### config.mk
export PLATFORM = sky130hd
export DESIGN_NAME = div_seq
export DESIGN_NICKNAME = d
export VERILOG_FILES = /design/src/rtl/div_seq.sv
export SDC_FILE = /design/constraint.sdc
export NUM_CORES = 1
export LEC_CHECK = 0
export BUFFER_PORTS_ARGS = -buffer_cell sky130_fd_sc_hd__buf_2
export CAP_MARGIN = 20
export CORE_MARGIN = 2
export CORE_UTILIZATION = 63
export CTS_CLUSTER_DIAMETER = 100
export DETAILED_ROUTE_END_ITERATION = 12
export PLACE_DENSITY = 0.95
export SLEW_MARGIN = 5
export SYNTH_ARGS = -nofsm -noshare
export SYNTH_HDL_FRONTEND = slang
export SYNTH_SLANG_ARGS = --single-unit
### constraint.sdc
create_clock -name clk -period 8 [get_ports clk]
set_input_delay 0.8 -clock clk [delete_from_list [all_inputs] [get_ports clk]]
set_output_delay 0.8 -clock clk [all_outputs]
set_load 0.01 [all_outputs]
### src/rtl/div_seq.sv
// div_seq: iterative radix-2 restoring divider for DIV/DIVU with pipeline stall and one-cycle ready pulse
//   clk       rising-edge clock
//   rst       asynchronous active-low reset (0 = reset)
//   start_i   operation request with valid operands
//   signed_i  1 = DIV (two's complement), 0 = DIVU
//   a_i, b_i  dividend, divisor
//   annul_i   abandon the current operation
//   stall_o   hold EX and earlier stages
//   ready_o   one-cycle pulse, result_o valid
//   result_o  {remainder, quotient}
module div_seq #(
    parameter int WIDTH = 32
) (
    input  logic               clk,
    input  logic               rst,
    input  logic               start_i,
    input  logic               signed_i,
    input  logic [WIDTH-1:0]   a_i,
    input  logic [WIDTH-1:0]   b_i,
    input  logic               annul_i,
    output logic               stall_o,
    output logic               ready_o,
    output logic [2*WIDTH-1:0] result_o
);
    localparam int CW = $clog2(WIDTH) + 1;
    typedef enum logic [1:0] {IDLE, BUSY, DONE} state_t;
    state_t             state_q, state_d;
    logic [CW-1:0]      count_q, count_d;
    logic [WIDTH-1:0]   rem_q, rem_d, quo_q, quo_d, dvs_q, dvs_d;
    logic               neg_q_q, neg_q_d, neg_r_q, neg_r_d, ready_q, ready_d;
    logic [2*WIDTH-1:0] res_q, res_d;
    logic [WIDTH:0]     sh;
    logic               ge;
    logic [WIDTH-1:0]   rem_step, quo_step, a_mag, b_mag;
    always_comb begin
        // the shifted remainder keeps its carry bit so divisors above 2^(WIDTH-1) compare correctly
        sh       = {rem_q, quo_q[WIDTH-1]};
        ge       = sh >= {1'b0, dvs_q};
        rem_step = ge ? sh[WIDTH-1:0] - dvs_q : sh[WIDTH-1:0];
        quo_step = {quo_q[WIDTH-2:0], ge};
        a_mag    = (signed_i && a_i[WIDTH-1]) ? -a_i : a_i;
        b_mag    = (signed_i && b_i[WIDTH-1]) ? -b_i : b_i;
        state_d  = state_q;
        count_d  = count_q;
        rem_d    = rem_q;
        quo_d    = quo_q;
        dvs_d    = dvs_q;
        neg_q_d  = neg_q_q;
        neg_r_d  = neg_r_q;
        res_d    = res_q;
        ready_d  = 1'b0;
        unique case (state_q)
            IDLE: begin
                if (start_i && !annul_i) begin
                    if (b_i == '0) begin
                        state_d = DONE;
                        ready_d = 1'b1;
                        res_d   = {a_i, {WIDTH{1'b1}}};
                    end else begin
                        state_d = BUSY;
                        count_d = '0;
                        rem_d   = '0;
                        quo_d   = a_mag;
                        dvs_d   = b_mag;
                        neg_q_d = signed_i && (a_i[WIDTH-1] ^ b_i[WIDTH-1]);
                        neg_r_d = signed_i && a_i[WIDTH-1];
                    end
                end
            end
            BUSY: begin
                if (annul_i) begin
                    state_d = IDLE;
                end else begin
                    rem_d = rem_step;
                    quo_d = quo_step;
                    if (count_q == CW'(WIDTH - 1)) begin
                        state_d = DONE;
                        ready_d = 1'b1;
                        res_d   = {neg_r_q ? -rem_step : rem_step, neg_q_q ? -quo_step : quo_step};
                    end else begin
                        count_d = count_q + 1'b1;
                    end
                end
            end
            default: state_d = IDLE;
        endcase
    end
    always_ff @(posedge clk or negedge rst) begin
        if (!rst) begin
            state_q <= IDLE;
            count_q <= '0;
            rem_q   <= '0;
            quo_q   <= '0;
            dvs_q   <= '0;
            neg_q_q <= 1'b0;
            neg_r_q <= 1'b0;
            ready_q <= 1'b0;
            res_q   <= '0;
        end else begin
            state_q <= state_d;
            count_q <= count_d;
            rem_q   <= rem_d;
            quo_q   <= quo_d;
            dvs_q   <= dvs_d;
            neg_q_q <= neg_q_d;
            neg_r_q <= neg_r_d;
            ready_q <= ready_d;
            res_q   <= res_d;
        end
    end
    assign stall_o  = (state_q == IDLE && start_i && !annul_i) || state_q == BUSY;
    assign ready_o  = ready_q && !annul_i;
    assign result_o = res_q;
endmodule

### Yosys cells after proc, flatten, opt, wreduce, memory -nomap -nowiden

Cells that the tools add are included.

* output and inout bits: 66
* memory bits (read-only): 0
* memories kept: 0
* bits in writable memories: 0
* bits in registers: 171
* bits of input ports: 69
* word-level logic and storage cells: 77
* latch bits: 0

* add/sub/neg operators: 6
* shift operators: 0
* bitwise logic cells: 2
* equal/unequal tests: 9
* order comparisons: 1
* $mul: 0
* muxes and demuxes: 33
* reduce and logical (&&, ||, !) cells: 17
* divide/modulo/power cells: 0

Operator list (number)
* $mux 32: 11
* $mux 64: 4
* $neg 32->32: 4
* $pmux 32 s2: 2
* $pmux 64 s2: 1
* $ge 33x32->1: 1
* $logic_not 32->1: 1
* $sub 32x32->32: 1
* $mux 6: 4
* $ne 2x2->1 const B: 6
* $pmux 6 s2: 1
* $reduce_and 5->1: 2
* $mux 2: 4
* $logic_and 1x1->1: 7
* $add 6x1->6 const B: 1
* $eq 6x5->1 const B: 1
* $mux 1: 4
* $pmux 2 s2: 1
* $reduce_and 4->1: 1
* $ne 3x3->1 const B: 1
* $reduce_and 3->1: 1
* $eq 2x1->1 const B: 1
* $logic_not 2->1: 1
* $pmux 1 s2: 1
* 6 further kinds: 6

### Longest topological paths before layout

Gate-level depths: netlist of run 1.

* depth in word-level cells: 7
* gate-level depth with buffers: 23
* depth with buffers taken out: 19

### Least setup slack after synthesis of run 1

OpenSTA, ideal clock, no wires.

* kind: reg2reg
* start: register rem_q[13]
* end: register res_q[54], in the netlist result_o[54]
* stages on the path, launching flop included: 22
* library setup time: 69 ps
* path slack: 2972 ps
* clock period less this slack: 5028 ps
* data arrival time: 4959 ps
* data required time: 7931 ps
* buffers on the path: 4
* cell sequence: dfrtp_1 -> ha_1 -> clkbuf_1 -> nand2_1 -> nor3_1 -> o211a_1 -> o211ai_1 -> nand2_1 -> buf_2 -> buf_2 -> buf_1 -> nand2_1 -> o21ai_0 -> ha_1 -> inv_1 -> nor4_1 -> nor4b_1 -> a41o_1 -> o21ai_1 -> or3b_1 -> a2111o_1 -> nand3_1

* cells in the longest elaborated chain, start to end: 7
* elaborated cells between the ends (all ways): 8
* those cells by class: add/sub (2); order compare (1); mux (5)

Ends and longest elaborated chain
* from (decl): line 29 `logic [WIDTH-1:0] rem_q, rem_d, quo_q, quo_d, dvs_q, dvs_d;`
* from (signal assigned): line 102 `rem_q <= rem_d;`
* $sub 32x32->32 or $ge 33x32->1 (tied branches): line 39, 38
* $mux 32 *: line 39 `rem_step = ge ? sh[WIDTH-1:0] - dvs_q : sh[WIDTH-1:0];`
* $neg 32->32: line 79 `res_d = {neg_r_q ? -rem_step : rem_step, neg_q_q ? -quo_step : quo_step};`
* $mux 32 *: line 79
* $mux 64 *: line 76 `if (count_q == CW'(WIDTH - 1)) begin`
* $mux 64 *: line 71 `if (annul_i) begin`
* $pmux 64 s2 *: line 52 `unique case (state_q)`
* to (signal assigned): line 108 `res_q <= res_d;`
* to (decl): line 31 `logic [2*WIDTH-1:0] res_q, res_d;`

Mark *: on every way between the ends. The rest lies on a longest branch, timed or not. The select of a mux whose other input is x is not followed.
A chain may end at the register's enable or synchronous reset.

### Worst setup path in the final report of run 1

* start: register rem_q[17]
* end: register res_q[54], in the netlist result_o[54]

Same word-level chain as after synthesis.

==> impl_summary.txt, run 1 <==
----------------------------------------------------
[Placement]
  Input/output buffers ... 134
  DP HPWL ... 27.0 mm
  Setup WS pre-CTS ... 1730 ps
  Routability-driven placement congestion ratio ... 0.949

[Clocking]
  Total setup buffers inserted after CTS ... 0
  Clock tree from TritonCTS ... yes
  Max clock buf depth ... 2
  Source-to-sink clock delay at the later pin of the worst-skew pair ... 440 ps
  Number of cells upsized or downsized after cts ... 0
  Clock transition at the registers of the reported paths ... 70 ps
  TritonCTS buffer count ... 17
  CTS Hold Buffers Added ... 0
  CTS HTree Levels ... 4
  Clock tree root driver cell ... clkbuf_16
  CTS Sinks ... 171

[Detailed routing]
  Number of nets with antenna violations after detailed routing ... 0
  Number of search-and-repair iterations in the first detailed-routing pass ... 6
  DRT Wirelength ... 36.6 mm
  Avg Vias per Cell ... 6.55
  Initial drt markers ... 1365
  Number of DRC violations after detailed routing ... 0
  Average routed wire per standard cell ... 19.2 µm
  Vias after detailed routing ... 12485

[Outcome]
  Run status ... completed

[Logic synthesis]
  Register area share after synthesis ... 0.346
  Yosys warns ... 0
  Area share of the largest cell type after synthesis ... 0.346
  Post-Synthesis Net Count ... 1657
  Post-synth EDFFs ... 0
  Main synth FF type ... dfrtp_1
  Summed instance area of the synthesized netlist ... 0.0124 mm²
  Most frequent cell after synthesis ... nand2_1
  Syn Area/Cell ... 7.98 µm²
  Post-synth top area cell ... dfrtp_1
  Count of state elements after synthesis ... 171
  Ys async rst share ... 1.00
  Largest cells by area after synthesis ... dfrtp_1, o21ai_0, a21oi_1
  Top cells by count, synth ... nand2_1, dfrtp_1, o21ai_0
  Synthesized netlist cell count ... 1550
  Unique masters post-synth ... 84

[Global routing]
  Combined global-route utilization of all metal layers ... 0.353
  Number of global-route vias before repair ... 11286
  Aggregate global routing overflow ... 0
  Global-route wire length before repair ... 57.6 mm
  Maximum number of pins on one net before global-route repair ... 97
  Antenna violations before repair ... 1

[Timing]
  Transition time of the tightest slew-check pin ... 1140 ps
  Highest clock frequency the design can meet ... 151 MHz
  Fin crit share ... 0.827
  Setup Viol. Count Final ... 0
  Setup repair after global routing missed its margin ... no
  Post-layout minimum cycle time ... 6610 ps
  Setup TNS after final layout ... 0 ps
  Max-slew violation total from the final report ... 0
  Relative max-transition margin ... 0.239
  Worst Skew ... 8.41 ps
  Worst Hold Slack ... 442 ps
  Setup slack after layout ... 1390 ps
  Endpoints failing hold ... 0

[Final layout]
  Nets@finish ... 1735
  Area Growth Syn to Fin ... 11.0%
  Layout cell share with drive strength beyond 1 ... 0.127

[Hold path]
  Kind of path behind the tightest hold check ... in -> async

[Pwr]
  Leakage ... 0.00619 µW
  Total power per unit cell area ... 184 mW/mm²
  Maximum ir drop on the vdd rail ... 0.000150 V

[Floorplanning]
  Die Y ... 144 µm
  I/O pin count ... 135
  Horizontal die dimension ... 144 µm
  Effective utilization at floorplan ... 0.640
  Die outline area ... 0.0208 mm²
  Placeable Area ... 0.0193 mm²
  Placement row count ... 51

[Job]
  # Max-Cap Violations ... 0

[Critical path]
  Kind of start point of the critical path ... flop
  Crit Path Max Fanout ... 14
  Data arrival time of the critical path ... 6990 ps
  Crit. End Element ... flop
  Critical setup path kind ... reg -> reg
  Critical path required time ... 8380 ps

----------------------------------------------------
final timing paths:
check | endpoint | slack (ps) | startpoint | depth (start not counted)
hold reg to reg | dvs_q[27]$_DFFE_PN0P_ | 490 | dvs_q[27]$_DFFE_PN0P_ | 2
hold / removal | result_o[27]$_DFFE_PN0P_ | 440 | rst | 1
setup / recovery | result_o[54]$_DFFE_PN0P_ | 1390 | rem_q[17]$_DFFE_PN0P_ | 16
max in group asynchronous | state_q[0]$_DFFE_PN0P_ | 6100 | rst | 2
min in group clk | dvs_q[27]$_DFFE_PN0P_ | 490 | dvs_q[27]$_DFFE_PN0P_ | 2
setup reg to reg | result_o[54]$_DFFE_PN0P_ | 1390 | rem_q[17]$_DFFE_PN0P_ | 16
layout make-up:
cell class | instances | area, µm²
multi-input combinational | 1228 | 7500
clock buffer | 17 | 425
fill | 1475 | 5600
antenna | 1 | 2.50
clock inverter | 15 | 171
tap | 265 | 332
inverter | 64 | 240
sequential | 171 | 4280
timing repair buffer | 146 | 779
layer usage:
layer  wire (µm)  GRT usage
met2       16500      0.558
met4        1880      0.169
met1       14200      0.473
met3        3940     0.0596
met5          10          0
placed cells by master (no fill, tap or decap), types with 17 or more instances in the layout:
cell / netlist / routed
o21ai_0: 158 / 158
nand4_1: 21 / 21
ha_1: 37 / 37
o41ai_1: 17 / 17
nor3_1: 26 / 26
inv_1: 62 / 62
dfrtp_1: 171 / 171
nand3_1: 26 / 25
o31ai_1: 23 / 23
or3_1: 30 / 29
nand2_1: 177 / 177
and3_1: 27 / 27
clkbuf_16: 0 / 17
nor2_1: 149 / 148
a31oi_1: 17 / 17
buf_2: 18 / 133
xnor2_1: 46 / 46
a21oi_1: 157 / 157
xor2_1: 76 / 76
mux2i_1: 25 / 25
report_power, final:
group	internal [µW]	switching [µW]	leakage (µW)
clock	421	407	0.000292
sequential	941	82.0	0.00215
combinational	241	436	0.00375
total	1600	925	0.00619
critical path, cell delays in order (launching register included):
cell,delay (ps)
dfrtp_1,440
ha_1,430
a21oi_2,210
o211ai_1,120
a221o_1,440
a211oi_2,830
nand2_1,590
o21ai_0,910
ha_1,320
inv_1,70
nor4_1,530
nor4b_1,440
a41o_1,160
o21ai_1,130
or3b_1,420
a2111o_1,430
nand3_1,70
sequential cells by signal (all words and copies together), names as in the netlist:
| signal | flops |
|---|---|
| count_q | 6 |
| neg_r_q | 1 |
| state_q | 2 |
| rem_q | 32 |
| result_o | 64 |
| ready_q | 1 |
| dvs_q | 32 |
| quo_q | 32 |
| neg_q_q | 1 |
logic make-up (layout without fill, tap and decap cells):
logic type                 count (synthesis)  count (layout)  synth area share
other                                      0               1                 0
AOI/OAI and AO/OA                        498             498             0.249
muxes                                     27              27            0.0221
and+or+nand+nor                          543             543             0.209
adders and majority gates                 38              38            0.0391
xor gates and xnor gates                 122             122            0.0864
buffers and inverters                    151             242            0.0486
DFF                                      171             171             0.346
through the flow:
step | power [µW] | instance area (µm²) | utilization | cells
after floorplan | 1490 | 12400 | - | 1550
after global placement | 1670 | 13100 | 0.678 | 1873
after detailed placement | 1690 | 13100 | 0.678 | 1873
after CTS | 2510 | 13700 | 0.709 | 1905
after global routing | 2650 | 13700 | 0.710 | 1906
final | 2530 | 13700 | 0.710 | 1907
(Power assumes the default switching activity.)
==> inputs of run 2 (changes only) <==
--- a/config.mk
+++ b/config.mk
@@ -8,10 +8,10 @@
 export BUFFER_PORTS_ARGS = -buffer_cell sky130_fd_sc_hd__buf_2
 export CAP_MARGIN = 20
 export CORE_MARGIN = 2
-export CORE_UTILIZATION = 63
+export CORE_UTILIZATION = 54
 export CTS_CLUSTER_DIAMETER = 100
 export DETAILED_ROUTE_END_ITERATION = 12
-export PLACE_DENSITY = 0.95
+export PLACE_DENSITY = 0.87
 export SLEW_MARGIN = 5
 export SYNTH_ARGS = -nofsm -noshare
 export SYNTH_HDL_FRONTEND = slang
==> constraint.sdc (replaced) <==
create_clock -name clk -period 5.4 [get_ports clk]
set_input_delay 0.54 -clock clk [delete_from_list [all_inputs] [get_ports clk]]
set_output_delay 0.54 -clock clk [all_outputs]
set_load 0.01 [all_outputs]
==> impl_summary.txt, run 2 (synthesized netlist as in run 1, its figures left out) <==
----------------------------------------------------
[Outcome]
  Run status ... completed

[Clocking]
  Clock tree from TritonCTS ... yes
  CTS Sinks ... 171 (unchanged)
  TritonCTS buffer count ... 17 (unchanged)
  CTS Hold Buffers Added ... 0 (unchanged)
  Source-to-sink clock delay at the later pin of the worst-skew pair ... 450 ps (about the same)
  Number of cells upsized or downsized after cts ... 0 (unchanged)
  Total setup buffers inserted after CTS ... 0 (unchanged)
  Clock transition at the registers of the reported paths ... 80 ps (about the same)
  Max clock buf depth ... 2 (unchanged)
  CTS HTree Levels ... 4 (unchanged)
  Clock tree root driver cell ... clkbuf_16

[Timing]
  Worst Skew ... 13.0 ps (+4.55 ps)
  Endpoints failing hold ... 0 (unchanged)
  Fin crit share ... 0.917 (+0.0905)
  Setup repair after global routing missed its margin ... no
  Post-layout minimum cycle time ... 4950 ps (-1660 ps)
  Transition time of the tightest slew-check pin ... 984 ps (-158 ps)
  Setup TNS after final layout ... 0 ps (unchanged)
  Max-slew violation total from the final report ... 0 (unchanged)
  Relative max-transition margin ... 0.342 (+0.104)
  Worst Hold Slack ... 88.4 ps (-353 ps)
  Highest clock frequency the design can meet ... 202 MHz (+34%)
  Setup Viol. Count Final ... 0 (unchanged)

[Final layout]
  Flip-flop count of the largest register after layout ... 64 (unchanged)
  Area Growth Syn to Fin ... 11.8%
  Commonest non-fill, non-tap cell in the layout ... nand2_1
  Antenna diode instance count ... 0 (-1)
  Number of fill cells in the layout ... 1952 (+32%)
  Layout cell share with drive strength beyond 1 ... 0.133 (+0.00581)
  Storage element area ... 0.00428 mm² (unchanged)
  Nets@finish ... 1746 (+0.63%)
  Final design utilization ... 0.612 (-0.0978)
  Most frequent cells in the layout ... nand2_1, dfrtp_1, o21ai_0
  Multi-input logic area ... 0.00750 mm² (unchanged)

[Floorplanning]
  I/O pin count ... 135 (unchanged)
  Placement row count ... 55 (+7.8%)
  Horizontal die dimension ... 155 µm (+7.8%)
  Placeable Area ... 0.0226 mm² (+17%)
  Die outline area ... 0.0241 mm² (+16%)
  Effective utilization at floorplan ... 0.548 (-0.0917)
  Die Y ... 155 µm (+7.8%)

[Pwr]
  Maximum ir drop on the vdd rail ... 0.000171 V (+14%)
  Post-layout power ... 3760 µW (+49%)
  Total power per unit cell area ... 272 mW/mm² (+48%)
  Net Sw Frac ... 0.366 (+0.000390)
  Share of total power in the clock network ... 0.328 (about the same)
  Relative contribution of combinational cells to total power ... 0.270 (+0.002)
  Net switching power of the design ... 1380 µW (+49%)
  Leakage ... 0.00624 µW (+0.72%)
  Flop pwr share ... 0.402 (-0.003)
  Cell-internal power ... 2380 µW (+49%)

[Detailed routing]
  Number of nets with antenna violations after detailed routing ... 0 (unchanged)
  Number of DRC violations after detailed routing ... 0 (unchanged)
  Average routed wire per standard cell ... 18.9 µm (-1.6%)
  Initial drt markers ... 1257 (-7.9%)
  Avg Vias per Cell ... 6.27 (-4.2%)
  Number of search-and-repair iterations in the first detailed-routing pass ... 6 (unchanged)
  DRT Wirelength ... 36.5 mm (about the same)
  Vias after detailed routing ... 12147 (-2.7%)

[Hold path]
  Kind of path behind the tightest hold check ... in -> async

[Critical path]
  Crit. End Element ... flop
  Critical setup path kind ... reg -> reg
  Kind of start point of the critical path ... flop
  Data arrival time of the critical path ... 5340 ps (-1650 ps)
  CP max stage cell ... dfrtp_1
  Ordered cell list for the critical path ... ha_1, a21oi_2, nand2b_1, o211a_1, o211ai_1, nand2_1, inv_2, mux2i_1, ha_1, inv_1, nor4_1, buf_4, nor4b_1, a41o_1, o21ai_1, or3b_1, a2111o_1, nand3_1
  Cell type with the highest occurrence count on the critical path ... ha_1
  Crit Path Max Fanout ... 10 (-4)
  Crit path largest cell delay ... 460 ps (-450 ps)
  Critical path required time ... 5780 ps (-2600 ps)

[Global routing]
  Global-route wire length before repair ... 58.2 mm (+1.1%)
  Combined global-route utilization of all metal layers ... 0.303 (-0.0500)
  Maximum number of pins on one net before global-route repair ... 69 (-29%)
  Aggregate global routing overflow ... 0 (unchanged)
  Number of global-route vias before repair ... 11070 (-1.9%)
  Antenna violations before repair ... 0 (-1)

[Placement]
  Routability-driven placement congestion ratio ... 0.973 (+2.5%)
  Input/output buffers ... 134 (unchanged)
  DP HPWL ... 28.1 mm (+3.8%)

[Job]
  # Max-Cap Violations ... 0 (unchanged)

----------------------------------------------------
==> run 2: path summary, 6_finish.rpt <==
check / from / to / slack, ps / depth (start not counted)
max: rem_q[2]$_DFFE_PN0P_ / result_o[54]$_DFFE_PN0P_ / 450 / 18
min: rst / result_o[28]$_DFFE_PN0P_ / 90 / 1
max reg2reg: rem_q[2]$_DFFE_PN0P_ / result_o[54]$_DFFE_PN0P_ / 450 / 18
min reg2reg: dvs_q[19]$_DFFE_PN0P_ / dvs_q[19]$_DFFE_PN0P_ / 480 / 2
max in group asynchronous: rst / rem_q[11]$_DFFE_PN0P_ / 4130 / 2
min in group clk: b_i[7] / dvs_q[7]$_DFFE_PN0P_ / 400 / 4
==> run 2: layout make-up <==
| cell class | instances | area share |
|---|---|---|
| Tap cell | 285 | 0.0258 |
| Timing Repair Buffer | 157 | 0.0615 |
| Clock inverter | 15 | 0.0123 |
| Sequential cell | 171 | 0.310 |
| Inverter | 64 | 0.0174 |
| Clock buffer | 17 | 0.0308 |
| Multi-Input combinational cell | 1228 | 0.543 |
==> run 2: critical path, delay by kind of cell, from the launching register on <==
family	cells	cell delay, ps
compound gates	6	1550
flops	1	460
mux	1	290
buf+inv	3	360
fa+ha+maj	2	690
simple gates	6	1550
==> run 2: power by group through the flow <==
stage / registers (µW) / logic, µW / clock network [µW]
2_1_floorplan: 1500 / 698 / 0
3_3_place_gp: 1520 / 972 / 0
3_5_place_dp: 1530 / 993 / 0
4_1_cts: 1510 / 999 / 1240
5_1_grt: 1530 / 1120 / 1290
6_report: 1510 / 1020 / 1230
==> run 2: stage by stage <==
step	instances	instance area, µm²	setup slack (ps)
floorplan	1550	12400	372
global placement	1905	13200	725
detailed placement	1905	13200	549
CTS	1937	13800	528
global route	1937	13800	129
finish	1937	13800	446
==> run 2: per-layer routing <==
layer / vias to the layer above / part of all wire / routed length (µm) / track usage
met5: - / 0 / 0 / 0
met4: 0 / 0.042 / 1550 / 0.126
met3: 95 / 0.092 / 3360 / 0.0599
met2: 645 / 0.44 / 16100 / 0.470
met1: 5614 / 0.43 / 15500 / 0.415
li1: 5793 / - / - / -
